### src/rtl/cgram_port_ctrl_if.sv
`default_nettype none
// ============================================================================
// Module   : cgram_port_ctrl_if
// Brief    : CPU register strobes and CGRAM port-A bus for cgram_port_ctrl.
// Revision : 1.0 - initial release
// ============================================================================
interface cgram_port_ctrl_if #(
    parameter int ADDR_W = 8,
    parameter int DATA_W = 15
);
    logic              addr_wr;
    logic              data_wr;
    logic              data_rd;
    logic [7:0]        cpu_din;
    logic              open_bus7;
    logic [7:0]        cpu_dout;
    logic              rd_valid;
    logic              ready;
    logic              drop_err;
    logic [ADDR_W-1:0] ram_ada;
    logic [DATA_W-1:0] ram_dina;
    logic              ram_cea;
    logic              ram_wrea;
    logic [DATA_W-1:0] ram_douta;

    modport master (
        output addr_wr, data_wr, data_rd, cpu_din, open_bus7, ram_douta,
        input  cpu_dout, rd_valid, ready, drop_err,
               ram_ada, ram_dina, ram_cea, ram_wrea
    );

    modport slave (
        input  addr_wr, data_wr, data_rd, cpu_din, open_bus7, ram_douta,
        output cpu_dout, rd_valid, ready, drop_err,
               ram_ada, ram_dina, ram_cea, ram_wrea
    );
endinterface
`default_nettype wire

### src/rtl/cgram_port_ctrl.sv
`default_nettype none
// ============================================================================
// Module   : cgram_port_ctrl
// Brief    : CPU-side byte sequencer for port A of the 256x15 palette RAM.
//            Optional macro CGRAM_CLEAR_EN zero-fills the RAM after reset.
// Revision : 1.0 - initial release
// ============================================================================
module cgram_port_ctrl #(
    parameter int ADDR_W = 8,
    parameter int DATA_W = 15
) (
    input  wire logic          clk,
    input  wire logic          resetn,
    cgram_port_ctrl_if.slave   bus
);
    localparam logic [1:0] c_ST_IDLE    = 2'd0;
    localparam logic [1:0] c_ST_RD_ADDR = 2'd1;
    localparam logic [1:0] c_ST_RD_DATA = 2'd2;
`ifdef CGRAM_CLEAR_EN
    localparam logic [1:0] c_ST_CLEAR   = 2'd3;
    localparam logic [1:0] c_ST_RESET   = c_ST_CLEAR;
`else
    localparam logic [1:0] c_ST_RESET   = c_ST_IDLE;
`endif

    logic [1:0]        state_q,    state_d;
    logic [ADDR_W-1:0] cg_addr_q,  cg_addr_d;
    logic              flip_q,     flip_d;
    logic [7:0]        lo_latch_q, lo_latch_d;
    logic [7:0]        cpu_dout_q, cpu_dout_d;
    logic              rd_valid_q, rd_valid_d;
    logic              drop_err_q, drop_err_d;
    logic [ADDR_W-1:0] ram_ada_q,  ram_ada_d;
    logic [DATA_W-1:0] ram_dina_q, ram_dina_d;
    logic              ram_cea_q,  ram_cea_d;
    logic              ram_wrea_q, ram_wrea_d;
`ifdef CGRAM_CLEAR_EN
    // Extra MSB marks that all entries have been issued.
    logic [ADDR_W:0]   clr_cnt_q,  clr_cnt_d;
`endif

    logic w_any_strobe;
    assign w_any_strobe = bus.addr_wr | bus.data_wr | bus.data_rd;

    always_comb begin
        state_d    = state_q;
        cg_addr_d  = cg_addr_q;
        flip_d     = flip_q;
        lo_latch_d = lo_latch_q;
        cpu_dout_d = cpu_dout_q;
        rd_valid_d = 1'b0;
        drop_err_d = drop_err_q;
        ram_ada_d  = ram_ada_q;
        ram_dina_d = ram_dina_q;
        ram_cea_d  = 1'b0;
        ram_wrea_d = 1'b0;
`ifdef CGRAM_CLEAR_EN
        clr_cnt_d  = clr_cnt_q;
`endif

        if (state_q != c_ST_IDLE && w_any_strobe) begin
            drop_err_d = 1'b1;
        end

        case (state_q)
            c_ST_IDLE: begin
                if (bus.addr_wr) begin
                    cg_addr_d = bus.cpu_din[ADDR_W-1:0];
                    flip_d    = 1'b0;
                end else if (bus.data_wr) begin
                    if (!flip_q) begin
                        lo_latch_d = bus.cpu_din;
                        flip_d     = 1'b1;
                    end else begin
                        ram_ada_d  = cg_addr_q;
                        ram_dina_d = {bus.cpu_din[DATA_W-9:0], lo_latch_q};
                        ram_cea_d  = 1'b1;
                        ram_wrea_d = 1'b1;
                        cg_addr_d  = cg_addr_q + ADDR_W'(1);
                        flip_d     = 1'b0;
                    end
                end else if (bus.data_rd) begin
                    // Address is presented during RD_ADDR so data lands in RD_DATA.
                    ram_ada_d = cg_addr_q;
                    ram_cea_d = 1'b1;
                    state_d   = c_ST_RD_ADDR;
                end
            end
            c_ST_RD_ADDR: begin
                state_d = c_ST_RD_DATA;
            end
            c_ST_RD_DATA: begin
                rd_valid_d = 1'b1;
                state_d    = c_ST_IDLE;
                if (!flip_q) begin
                    cpu_dout_d = bus.ram_douta[7:0];
                    flip_d     = 1'b1;
                end else begin
                    cpu_dout_d = {bus.open_bus7, bus.ram_douta[DATA_W-1:8]};
                    flip_d     = 1'b0;
                    cg_addr_d  = cg_addr_q + ADDR_W'(1);
                end
            end
`ifdef CGRAM_CLEAR_EN
            c_ST_CLEAR: begin
                if (!clr_cnt_q[ADDR_W]) begin
                    ram_ada_d  = clr_cnt_q[ADDR_W-1:0];
                    ram_dina_d = '0;
                    ram_cea_d  = 1'b1;
                    ram_wrea_d = 1'b1;
                    clr_cnt_d  = clr_cnt_q + (ADDR_W+1)'(1);
                end else begin
                    state_d = c_ST_IDLE;
                end
            end
`endif
            default: begin
                state_d = c_ST_IDLE;
            end
        endcase
    end

    always_ff @(posedge clk) begin
        if (!resetn) begin
            state_q    <= c_ST_RESET;
            cg_addr_q  <= '0;
            flip_q     <= 1'b0;
            lo_latch_q <= '0;
            cpu_dout_q <= '0;
            rd_valid_q <= 1'b0;
            drop_err_q <= 1'b0;
            ram_ada_q  <= '0;
            ram_dina_q <= '0;
            ram_cea_q  <= 1'b0;
            ram_wrea_q <= 1'b0;
`ifdef CGRAM_CLEAR_EN
            clr_cnt_q  <= '0;
`endif
        end else begin
            state_q    <= state_d;
            cg_addr_q  <= cg_addr_d;
            flip_q     <= flip_d;
            lo_latch_q <= lo_latch_d;
            cpu_dout_q <= cpu_dout_d;
            rd_valid_q <= rd_valid_d;
            drop_err_q <= drop_err_d;
            ram_ada_q  <= ram_ada_d;
            ram_dina_q <= ram_dina_d;
            ram_cea_q  <= ram_cea_d;
            ram_wrea_q <= ram_wrea_d;
`ifdef CGRAM_CLEAR_EN
            clr_cnt_q  <= clr_cnt_d;
`endif
        end
    end

    assign bus.ready    = (state_q == c_ST_IDLE);
    assign bus.cpu_dout = cpu_dout_q;
    assign bus.rd_valid = rd_valid_q;
    assign bus.drop_err = drop_err_q;
    assign bus.ram_ada  = ram_ada_q;
    assign bus.ram_dina = ram_dina_q;
    assign bus.ram_cea  = ram_cea_q;
    assign bus.ram_wrea = ram_wrea_q;

endmodule
`default_nettype wire

### src/flat_wrapper.sv
// flat-port wrapper written by rule: the top's interface ports become plain ports
module cgram_port_ctrl_flat 
#(
    parameter int ADDR_W = 8,
    parameter int DATA_W = 15
)
  (clk, resetn, bus_addr_wr, bus_data_wr, bus_data_rd, bus_cpu_din, bus_open_bus7, bus_ram_douta, bus_cpu_dout, bus_rd_valid, bus_ready, bus_drop_err, bus_ram_ada, bus_ram_dina, bus_ram_cea, bus_ram_wrea);
  cgram_port_ctrl_if #(.ADDR_W(ADDR_W), .DATA_W(DATA_W)) bus_i ();
  input  wire logic clk;
  input  wire logic resetn;
  input wire logic [$bits(bus_i.addr_wr)-1:0] bus_addr_wr;
  input wire logic [$bits(bus_i.data_wr)-1:0] bus_data_wr;
  input wire logic [$bits(bus_i.data_rd)-1:0] bus_data_rd;
  input wire logic [$bits(bus_i.cpu_din)-1:0] bus_cpu_din;
  input wire logic [$bits(bus_i.open_bus7)-1:0] bus_open_bus7;
  input wire logic [$bits(bus_i.ram_douta)-1:0] bus_ram_douta;
  output wire logic [$bits(bus_i.cpu_dout)-1:0] bus_cpu_dout;
  output wire logic [$bits(bus_i.rd_valid)-1:0] bus_rd_valid;
  output wire logic [$bits(bus_i.ready)-1:0] bus_ready;
  output wire logic [$bits(bus_i.drop_err)-1:0] bus_drop_err;
  output wire logic [$bits(bus_i.ram_ada)-1:0] bus_ram_ada;
  output wire logic [$bits(bus_i.ram_dina)-1:0] bus_ram_dina;
  output wire logic [$bits(bus_i.ram_cea)-1:0] bus_ram_cea;
  output wire logic [$bits(bus_i.ram_wrea)-1:0] bus_ram_wrea;
  assign bus_i.addr_wr = bus_addr_wr;
  assign bus_i.data_wr = bus_data_wr;
  assign bus_i.data_rd = bus_data_rd;
  assign bus_i.cpu_din = bus_cpu_din;
  assign bus_i.open_bus7 = bus_open_bus7;
  assign bus_i.ram_douta = bus_ram_douta;
  assign bus_cpu_dout = bus_i.cpu_dout;
  assign bus_rd_valid = bus_i.rd_valid;
  assign bus_ready = bus_i.ready;
  assign bus_drop_err = bus_i.drop_err;
  assign bus_ram_ada = bus_i.ram_ada;
  assign bus_ram_dina = bus_i.ram_dina;
  assign bus_ram_cea = bus_i.ram_cea;
  assign bus_ram_wrea = bus_i.ram_wrea;
  cgram_port_ctrl #(.ADDR_W(ADDR_W), .DATA_W(DATA_W)) u_core (.clk(clk), .resetn(resetn), .bus(bus_i));
endmodule
### config.mk
export PLATFORM = sky130hd
export DESIGN_NAME = cgram_port_ctrl_flat
export DESIGN_NICKNAME = d
export VERILOG_FILES = /design/src/rtl/cgram_port_ctrl_if.sv /design/src/rtl/cgram_port_ctrl.sv /design/src/flat_wrapper.sv
export SDC_FILE = /design/constraint.sdc
export NUM_CORES = 1
export LEC_CHECK = 0
export ABC_AREA = 1
export BUFFER_PORTS_ARGS = -buffer_cell sky130_fd_sc_hd__buf_4
export CORE_UTILIZATION = 50
export CTS_CLUSTER_SIZE = 20
export DETAILED_ROUTE_END_ITERATION = 16
export PLACE_DENSITY = 0.86
export SLEW_MARGIN = 10
export SYNTH_ARGS = -nofsm -noshare
export SYNTH_HDL_FRONTEND = slang
export SYNTH_SLANG_ARGS = --single-unit
### constraint.sdc
create_clock -name clk -period 2.2 [get_ports clk]
set_clock_uncertainty 0.1 [all_clocks]
set_input_delay 0.55 -clock clk [delete_from_list [all_inputs] [get_ports clk]]
set_output_delay 0.55 -clock clk [all_outputs]
set_load 0.02 [all_outputs]
==> impl_metrics.env <==
export IMPL_layout_drive_gt1_share_pct=25.1
export IMPL_synthArstFlopShare_pct=0
export IMPL_rows=23
export IMPL_synth_ff_type="dfxtp_1"
export IMPL_hold_depth=2
export IMPL_power_density_mw_per_mm2=693
export IMPL_r2r_end="u_core.bus.ram_dina[0]"
export IMPL_syn_cell_area_sq_mm=0.00222
export IMPL_fin_crit_ps=1640
export IMPL_netlist_cell_type_count=26
export IMPL_cts_tree="yes"
export IMPL_fmax_mhz=611
export IMPL_worstRegToRegCells=7
export IMPL_fillCellCount=354
export IMPL_path_clk_slew_ps=100
export IMPL_leakagePower_uw=0.00124
export IMPL_min_delay_start="u_core.lo_latch_q[7]"
export IMPL_antenna_found_initial=0
export IMPL_finalWorstSetupSlack_ps=562
export IMPL_viasPerCell=5.13
export IMPL_syn_avg_cell_area_sq_um=7.49
export IMPL_die_height_um=68.6
export IMPL_cts_sinks=54
export IMPL_clkLatencyLatePin_ps=300
export IMPL_netlist_instances=296
export IMPL_hp_class="flip-flop to flip-flop"
export IMPL_post_drt_wl_per_cell_um=11.7
export IMPL_syn_nets=326
export IMPL_hpwl_mm=3.38
export IMPL_r2r_start="u_core.state_q[1]"
export IMPL_final_setup_viol_count=0
export IMPL_cts_root_buffer="clkbuf_8"
export IMPL_ctsHoldBuffers=0
export IMPL_r2r_slack_ps=560
export IMPL_cap_viol_max_count=0
export IMPL_synth_area_leader_cell="dfxtp_1"
export IMPL_worstMarginPinSlew_ps=380
export IMPL_synth_top_area_share_pct=48.7
export IMPL_rsz0062_at_grt="false"
export IMPL_drtAntennaViolNets=0
export IMPL_synthTopCellsByArea="dfxtp_1 (49%), a21oi_1 (12%), nand2_1 (9.3%)"
export IMPL_power_uw=1960
export IMPL_ys_warn_count=0
export IMPL_final_nets=388
export IMPL_place_ws_ps=474
export IMPL_hold_viol=0
export IMPL_core_area_sq_mm=0.00412
export IMPL_initial_core_util_pct=53.9
export IMPL_finalCritPeriodShare_pct=74.4
export IMPL_drt_iter0_markers=117
export IMPL_cts_resized=0
export IMPL_worst_setup_path_type="flip-flop to flip-flop"
export IMPL_syn_to_final_growth_pct=27.6
export IMPL_mostFrequentLayoutCell="buf_4"
export IMPL_clk_path_buf_depth=2
export IMPL_slew_viol_final=0
export IMPL_drt_wl_total_mm=4.78
export IMPL_gp_congestion=0.824
export IMPL_layout_common_cells="buf_4 (69), nand2_1 (55), dfxtp_1 (54), a21oi_1 (53), o21ai_0 (32)"
export IMPL_drc=0
export IMPL_timing_slew_headroom_pct=74.6
export IMPL_io_buffers=64
export IMPL_antennaDiodeCount=0
export IMPL_fp_dieW_um=68.6
export IMPL_ir_drop_uv=537
export IMPL_grt_pass1_wl_mm=7.91
export IMPL_cp_max_fo=31
export IMPL_post_cts_buffers=0
export IMPL_worstPathArrival_ps=1730
export IMPL_cts_buffers=5
export IMPL_status="completed"
export IMPL_firstDrtPassIters=4
export IMPL_ios=65
export IMPL_dr_total_vias=2098
export IMPL_grt_ovfl_total=0
export IMPL_min_to="u_core.lo_latch_q[7]"
export IMPL_grt_max_degree=37
export IMPL_grt_util_all_layers_pct=22.4
export IMPL_grt_pass1_vias=1856
export IMPL_cp_end_kind="flip-flop"
export IMPL_synth_seq_cells=54
export IMPL_final_util_pct=68.8
export IMPL_cp_required_ps=2290
export IMPL_cp_start_kind="flip-flop"
export IMPL_yosysSeqAreaShare_pct=48.7
export IMPL_setup_tns_ps=0
export IMPL_synth_edf_count=0
export IMPL_die_area_sq_mm=0.00471
export IMPL_cts_max_level=2
how the worst max path moves through the flow:
stage	startpoint	end	slack [ps]	cells past startpoint
after floorplan	u_core.state_q[1]	u_core.lo_latch_q[6]	730	8
after global placement	bus_addr_wr	u_core.bus.ram_dina[5]	510	6
after detailed placement	bus_addr_wr	u_core.bus.ram_dina[10]	470	6
after CTS	u_core.state_q[1]	bus_ready	560	2
after global routing	u_core.state_q[1]	u_core.bus.ram_dina[0]	430	7
final	u_core.state_q[1]	u_core.bus.ram_dina[0]	560	7
synthesized netlist by cell type (3+ instances only):
master	number
nand2_1	55
dfxtp_1	54
a21oi_1	53
o21ai_0	32
inv_1	31
nor2_1	20
nand3_1	17
buf_2	5
clkbuf_1	5
o21ai_2	3
report_power, final:
group | internal [uW] | switching, uW
clock | 318 | 316
combinational | 115 | 159
sequential | 1020 | 31.0
total | 1460 | 506
layer usage:
layer  global-route usage, %  routed length (um)
met5                       0                   0
met4                    7.81                  75
met3                    5.76                 291
met2                    39.1                2300
met1                    26.3                2110
cell type report:
type | instances | area, sq um | area share (%)
clock buffer | 8 | 110 | 3.89
sequential | 54 | 1080 | 38.2
timing repair buffer | 69 | 518 | 18.3
inverter | 34 | 128 | 4.51
tap | 50 | 62.6 | 2.21
multi-input combinational | 194 | 932 | 32.9
per-stage QoR:
stage	cell area (sq um)	std cells	hold slack [ps]
3_3_place_gp	2720	401	329
3_5_place_dp	2720	401	333
2_1_floorplan	2220	296	319
5_1_grt	2830	409	368
4_1_cts	2830	409	347
6_report	2830	409	348
cell families after synthesis:
logic type | count (synthesis) | synth area share [%]
compound gates | 92 | 21.7
fa+ha+maj | 1 | 0.564
buf+inv | 48 | 9.25
flops | 54 | 48.7
simple gates | 101 | 19.7
sequential cells by signal, indices dropped and copies added, names as in the netlist:
signal	flops
u_core.flip_q	1
u_core.bus.drop_err	1
u_core.lo_latch_q	8
u_core.state_q	2
u_core.bus.ram_ada	8
u_core.bus.ram_cea	1
u_core.bus.cpu_dout	8
u_core.bus.rd_valid	1
u_core.cg_addr_q	8
u_core.bus.ram_wrea	1
u_core.bus.ram_dina	15
worst max-delay path: stages (launching register included):
cell and delay [ps]:
dfxtp_1 340, nor2_2 170, inv_2 70, nor2_4 230
nand3_1 110, buf_4 230, o21ai_0 200, a21oi_1 60
No activity file was read; power rests on OpenSTA's default activity.
